## config.mk

```make
export PLATFORM = sky130hd
export DESIGN_NAME = cv32e40p_ft_fault_manager
export DESIGN_NICKNAME = d
export VERILOG_FILES = /design/src/rtl/cv32e40p_pkg.sv /design/src/rtl/cv32e40p_ft_leaky_bucket.sv /design/src/rtl/cv32e40p_ft_fault_manager.sv
export SDC_FILE = /design/constraint.sdc
export NUM_CORES = 1
export LEC_CHECK = 0
export BUFFER_PORTS_ARGS = -buffer_cell sky130_fd_sc_hd__buf_4
export CORE_MARGIN = 8
export CORE_UTILIZATION = 30
export CTS_BUF_LIST = sky130_fd_sc_hd__clkbuf_4 sky130_fd_sc_hd__clkbuf_8 sky130_fd_sc_hd__clkbuf_16
export CTS_CLUSTER_DIAMETER = 120
export CTS_CLUSTER_SIZE = 30
export DETAILED_ROUTE_END_ITERATION = 10
export GPL_TIMING_DRIVEN = 0
export PLACE_DENSITY = 0.57
export SLEW_MARGIN = 20
export SYNTH_ARGS = -nofsm -noshare
export SYNTH_HDL_FRONTEND = slang
export SYNTH_HIERARCHICAL = 1
export SYNTH_SLANG_ARGS = --single-unit
```

## constraint.sdc

```tcl
create_clock -name clk -period 4.6 [get_ports clk]
set_clock_uncertainty 0.05 [all_clocks]
set_input_delay 0.46 -clock clk [delete_from_list [all_inputs] [get_ports clk]]
set_output_delay 0.46 -clock clk [all_outputs]
set_load 0.05 [all_outputs]
```

## src/rtl/cv32e40p_pkg.sv

```systemverilog
// Shared types for the fault-tolerant decoder support logic.
package cv32e40p_pkg;

  typedef enum logic [1:0] {
    IDLE  = 2'd0,
    RETRY = 2'd1,
    WAIT  = 2'd2,
    ALARM = 2'd3
  } ft_mgr_state_e;

endpackage

```

## src/rtl/cv32e40p_ft_leaky_bucket.sv

```systemverilog
// Leaky-bucket fault-rate score: +1 per event, -1 per leak period, flags when
// the upcoming score sits at THRESHOLD so escalation lands one cycle after the event.
module cv32e40p_ft_leaky_bucket #(
  parameter int unsigned THRESHOLD   = 4,
  parameter int unsigned LEAK_PERIOD = 1024
) (
  input  logic clk,
  input  logic rst,
  input  logic clear_i,
  input  logic event_i,
  output logic at_threshold_c
);

  localparam int unsigned SW = $clog2(THRESHOLD + 1);
  localparam int unsigned TW = $clog2(LEAK_PERIOD);

  logic [SW-1:0] score_q, score_d;
  logic [TW-1:0] timer_q, timer_d;
  logic          leak;

  always_comb begin
    leak    = (timer_q == TW'(LEAK_PERIOD - 1));
    timer_d = leak ? '0 : timer_q + TW'(1);
    score_d = score_q;
    if (clear_i) begin
      score_d = '0;
      timer_d = '0;
    end else if (event_i && !leak) begin
      if (score_q != SW'(THRESHOLD)) score_d = score_q + SW'(1);
    end else if (leak && !event_i) begin
      if (score_q != '0) score_d = score_q - SW'(1);
    end
    at_threshold_c = (score_d == SW'(THRESHOLD));
  end

  always_ff @(posedge clk or posedge rst) begin
    if (rst) begin
      score_q <= '0;
      timer_q <= '0;
    end else begin
      score_q <= score_d;
      timer_q <= timer_d;
    end
  end

endmodule

```

## src/rtl/cv32e40p_ft_fault_manager.sv

```systemverilog
// Retry/escalation sequencer for the TMR voter fault flags around the
// compressed decoder: stalls IF/ID, re-fetches, and raises a sticky alarm.
module cv32e40p_ft_fault_manager
  import cv32e40p_pkg::*;
#(
  parameter int unsigned N_SRC       = 3,
  parameter int unsigned MAX_RETRY   = 2,
  parameter int unsigned CNT_W       = 8,
  parameter int unsigned THRESHOLD   = 4,
  parameter int unsigned LEAK_PERIOD = 1024
) (
  input  logic             clk,
  input  logic             rst,
  input  logic             valid_i,
  input  logic [N_SRC-1:0] fault_i,
  output logic             retry_req_o,
  input  logic             retry_ack_i,
  output logic             stall_o,
  output logic             alarm_o,
  output logic [CNT_W-1:0] fault_cnt_o,
  output logic [N_SRC-1:0] first_src_o,
  input  logic             clear_i
);

  localparam int unsigned RW = (MAX_RETRY > 0) ? $clog2(MAX_RETRY + 1) : 1;

  ft_mgr_state_e    state_q, state_d;
  logic [RW-1:0]    retry_cnt_q, retry_cnt_d;
  logic [CNT_W-1:0] fault_cnt_q;
  logic [N_SRC-1:0] first_src_q;
  logic             fault_event;
  logic             event_acc;
  logic             at_threshold;

  // Faults are only meaningful while a fresh or re-decoded word is consumed.
  assign fault_event = valid_i & (|fault_i) & ((state_q == IDLE) | (state_q == WAIT));
  assign event_acc   = fault_event & ~clear_i;

  cv32e40p_ft_leaky_bucket #(
    .THRESHOLD  (THRESHOLD),
    .LEAK_PERIOD(LEAK_PERIOD)
  ) u_bucket (
    .clk           (clk),
    .rst           (rst),
    .clear_i       (clear_i),
    .event_i       (event_acc),
    .at_threshold_c(at_threshold)
  );

  always_comb begin
    state_d     = state_q;
    retry_cnt_d = retry_cnt_q;
    if (clear_i) begin
      state_d     = IDLE;
      retry_cnt_d = '0;
    end else if (at_threshold) begin
      state_d = ALARM;
    end else begin
      case (state_q)
        IDLE: begin
          if (fault_event) begin
            if (MAX_RETRY == 0) begin
              state_d = ALARM;
            end else begin
              state_d     = RETRY;
              retry_cnt_d = RW'(1);
            end
          end
        end
        RETRY: begin
          if (retry_ack_i) state_d = WAIT;
        end
        WAIT: begin
          if (valid_i) begin
            if (|fault_i) begin
              if (retry_cnt_q == RW'(MAX_RETRY)) begin
                state_d = ALARM;
              end else begin
                state_d     = RETRY;
                retry_cnt_d = retry_cnt_q + RW'(1);
              end
            end else begin
              state_d     = IDLE;
              retry_cnt_d = '0;
            end
          end
        end
        ALARM:   state_d = ALARM;
        default: state_d = IDLE;
      endcase
    end
  end

  always_ff @(posedge clk or posedge rst) begin
    if (rst) begin
      state_q     <= IDLE;
      retry_cnt_q <= '0;
    end else begin
      state_q     <= state_d;
      retry_cnt_q <= retry_cnt_d;
    end
  end

  // Lifetime statistics: saturating count and sticky first-fault snapshot.
  always_ff @(posedge clk or posedge rst) begin
    if (rst) begin
      fault_cnt_q <= '0;
      first_src_q <= '0;
    end else if (clear_i) begin
      fault_cnt_q <= '0;
      first_src_q <= '0;
    end else if (event_acc) begin
      if (fault_cnt_q != '1) fault_cnt_q <= fault_cnt_q + CNT_W'(1);
      if (first_src_q == '0) first_src_q <= fault_i;
    end
  end

  assign retry_req_o = (state_q == RETRY);
  assign alarm_o     = (state_q == ALARM);
  assign stall_o     = (state_q != IDLE) | fault_event;
  assign fault_cnt_o = fault_cnt_q;
  assign first_src_o = first_src_q;

endmodule

```

==> flow_summary_export.csv <==
group,metric,value,unit
outcome,outcome,"completed",
drt,ant_nets,0,
timing,setup_tns,0,ns
global_route,grt_pass1_vias,1288,
clock_tree,insertion_delay,0.27,ns
global_route,grt_pass1_wl,6340,um
layout,final_common_cell,"dfrtp_1",
global_route,grtUsageTotal,0.0917,
drt,routed_wirelength,3540,um
timing,final_max_slew_viol_count,0,
die,core-area,0.00547,mm2
synth,synth_edf_count,0,
worst_setup_path,arrival,3.88,ns
power_and_ir_drop,ir_drop,104,uV
layout,fin_cells,272,
clock_tree,numCtsBuffers,3,
power_and_ir_drop,leakage,0.904,nW
power_and_ir_drop,p_per_area,257,mW/mm2
synth,synth_top_family_by_area,"simple AND/OR/NAND/NOR gates",
synth,ys_ff_latch,28,
clock_tree,cts.htree.levels,1,
synth,yosys.area_share.simple,0.266,
drt,drt_iter0_markers,27,
synth,ys_seq_area_frac,0.417,
layout,mostFrequentLayoutCells,"dfrtp_1 (28), nor2_1 (23), buf_4 (22), nor2b_1 (11), inv_1 (10)",
clock_tree,post_cts_resized,0,
timing,max-slew-margin-rel,0.381,
global_route,grt_max_degree,16,
timing,finalCriticalPeriod,3.72,ns
synth,synth_xor_area_frac,0.0417,
worst_setup_path,endpoint_kind,"register",
synth,synth_mux_area_frac,0.0446,
die,die_h,90.9,um
clock_tree,clk_pin_slew,0.10,ns
synth,yosys_warnings,6,
die,die_area,0.00826,mm2
synth,postSynthCellCount,175,
worst_setup_path,worstSetupPathType,"in2reg",
die,io_pins,22,
job,max_cap_violations,0,
place,hpwl,2650,um
drt,wire_per_inst,13.0,um
timing,fmax,269,MHz
synth,yosys_most_used_dff,"dfrtp_1",
layout,antenna_cells,0,
worst_setup_path,worst_r2r_startpoint,"state_q[0]",
die,fp-row-count,27,
timing,rsz0062_at_grt,"false",
drt,vias_per_cell,4.97,
place,dp_cells,268,
synth,synthesis.area,0.00168,mm2
die,initial_utilization,0.307,
drt,num_vias,1353,
worst_setup_path,cp-start-kind,"input port",
layout,drive_gt1_frac,0.185,
worst_setup_path,crit_fanout,10,
min_path,hold_path_class,"in2async",
synth,synth_compound_area_frac,0.148,
clock_tree,cts_root_buf,"clkbuf_8",
synth,ys_async_sr_fraction,1.00,
place,gp_congestion,0.758,
layout,area_growth,18.0,%
synth,postSynthAreaPerCell,9.61,um2
synth,synth_nets,189,
worst_setup_path,r2r-end,"retry_cnt_q[1]",
synth,synthAdderAreaFrac,0.0446,
global_route,overflow,0,
timing,fin_crit_sh,0.809,
drt,drc_errors,0,
layout,layout.nets,215,
worst_setup_path,reg2reg_depth,11,
global_route,antenna_found_initial,0,
worst_setup_path,crit_start,"clear_i",
worst_setup_path,worstPathRequired,4.76,ns
clock_tree,cts.sinks,28,
die,fp.dieW,90.9,um
worst_setup_path,rrSetupSlack,1.05,ns
timing,worst_slew_pin_slew,0.921,ns
clock_tree,cts_tree,"yes",
clock_tree,clockBufferDepth,2,
timing,finalSetupViolCount,0,
clock_tree,ctsHoldBuffers,0,
clock_tree,post_cts_buffers,0,
drt,drtPass1Iterations,4,
synth,ys_types,48,
timing,hold_viol_final,0,
place,port_buffers,21,
[layer usage]
| layer | GRT usage | vias to the layer above | routed length [um] |
|---|---|---|---|
| li1 | - | 680 | - |
| met1 | 0.125 | 650 | 1820 |
| met2 | 0.135 | 18 | 1540 |
| met3 | 0.0158 | 5 | 116 |
| met4 | 0.0450 | 0 | 68 |
| met5 | 0 | - | 0 |
[logic make-up (layout without fill, tap and decap cells)]
group / count (synthesis) / in the layout
AO/OA/AOI/OAI: 31 / 31
XOR/XNOR: 8 / 8
adder cells (fa/ha/maj): 6 / 6
buffers and inverters: 16 / 41
flip-flops: 28 / 28
multiplexers: 7 / 7
AND/OR/NAND/NOR: 79 / 79
[stage by stage]
step / hold WS, ns / area [um2] / utilization / setup slack [ns] / power [W]
after global routing: 0.188 / 1980 / 0.363 / 0.601 / 0.000544
after global placement: 0.426 / 1930 / 0.353 / 0.590 / 0.000361
after floorplan: 0.287 / 1680 / - / 1.18 / 0.000332
after detailed placement: 0.432 / 1930 / 0.353 / 0.562 / 0.000362
final: 0.158 / 1980 / 0.363 / 0.877 / 0.000511
after CTS: 0.172 / 1980 / 0.363 / 0.856 / 0.000523
[state kept, by name, indices dropped and copies added (netlist names)]
register          flops
u_bucket/timer_q     10
u_bucket/score_q      3
state_q               2
retry_cnt_q           2
fault_cnt_o           8
first_src_o           3
[worst max-delay path, cell delays in order]
cell,delay (ns)
buf_4,0.16
clkbuf_1,0.22
clkbuf_1,0.28
nor3_1,0.81
a21bo_2,0.30
a41o_1,0.23
o31ai_4,0.06
xnor2_1,0.11
and3b_1,0.20
or3b_1,0.41
or4_1,0.48
a21oi_1,0.15
[Yosys cell counts (2+ instances only)]
cell type / count / share of area
a2111oi_0: 3 / 0.016
a211oi_1: 3 / 0.013
a21oi_1: 7 / 0.021
a311oi_1: 3 / 0.016
and2_1: 2 / 0.0074
and3_1: 2 / 0.0074
and4_4: 2 / 0.013
clkbuf_1: 4 / 0.0089
dfrtp_1: 28 / 0.42
ha_1: 6 / 0.045
inv_1: 10 / 0.022
mux2_2: 4 / 0.027
mux2i_1: 3 / 0.018
nand2_1: 6 / 0.013
nand2b_1: 7 / 0.026
nand3_1: 6 / 0.018
nand4_1: 5 / 0.019
nor2_1: 23 / 0.051
nor2b_1: 11 / 0.041
nor3_1: 4 / 0.012
or3_1: 2 / 0.0074
or3b_1: 2 / 0.010
xnor2_1: 3 / 0.016
xor2_1: 5 / 0.026
[worst max path at each step]
stage                           endpoint
after global placement    retry_cnt_q[1]
after CTS                 retry_cnt_q[1]
after floorplan           retry_cnt_q[1]
after global routing      retry_cnt_q[1]
final                     retry_cnt_q[1]
after detailed placement  retry_cnt_q[1]
[power breakdown]
| group | leakage [nW] | switching (W) | internal (W) |
|---|---|---|---|
| clock | 0.0288 | 0.0000783 | 0.0000767 |
| combinational | 0.492 | 0.0000599 | 0.0000329 |
| sequential | 0.383 | 0.00000814 | 0.000255 |
| total | 0.904 | 0.000146 | 0.000364 |
[cell type report]
| class | count | area [um2] |
|---|---|---|
| Buffer | 6 | 27.5 |
| Tap cell | 72 | 90.1 |
| Sequential cell | 28 | 701 |
| Timing Repair Buffer | 21 | 158 |
| Fill cell | 580 | 3490 |
| Inverter | 10 | 37.5 |
| Clock buffer | 4 | 55.1 |
| Multi-Input combinational cell | 131 | 916 |
No activity file was read; power rests on OpenSTA's default activity.
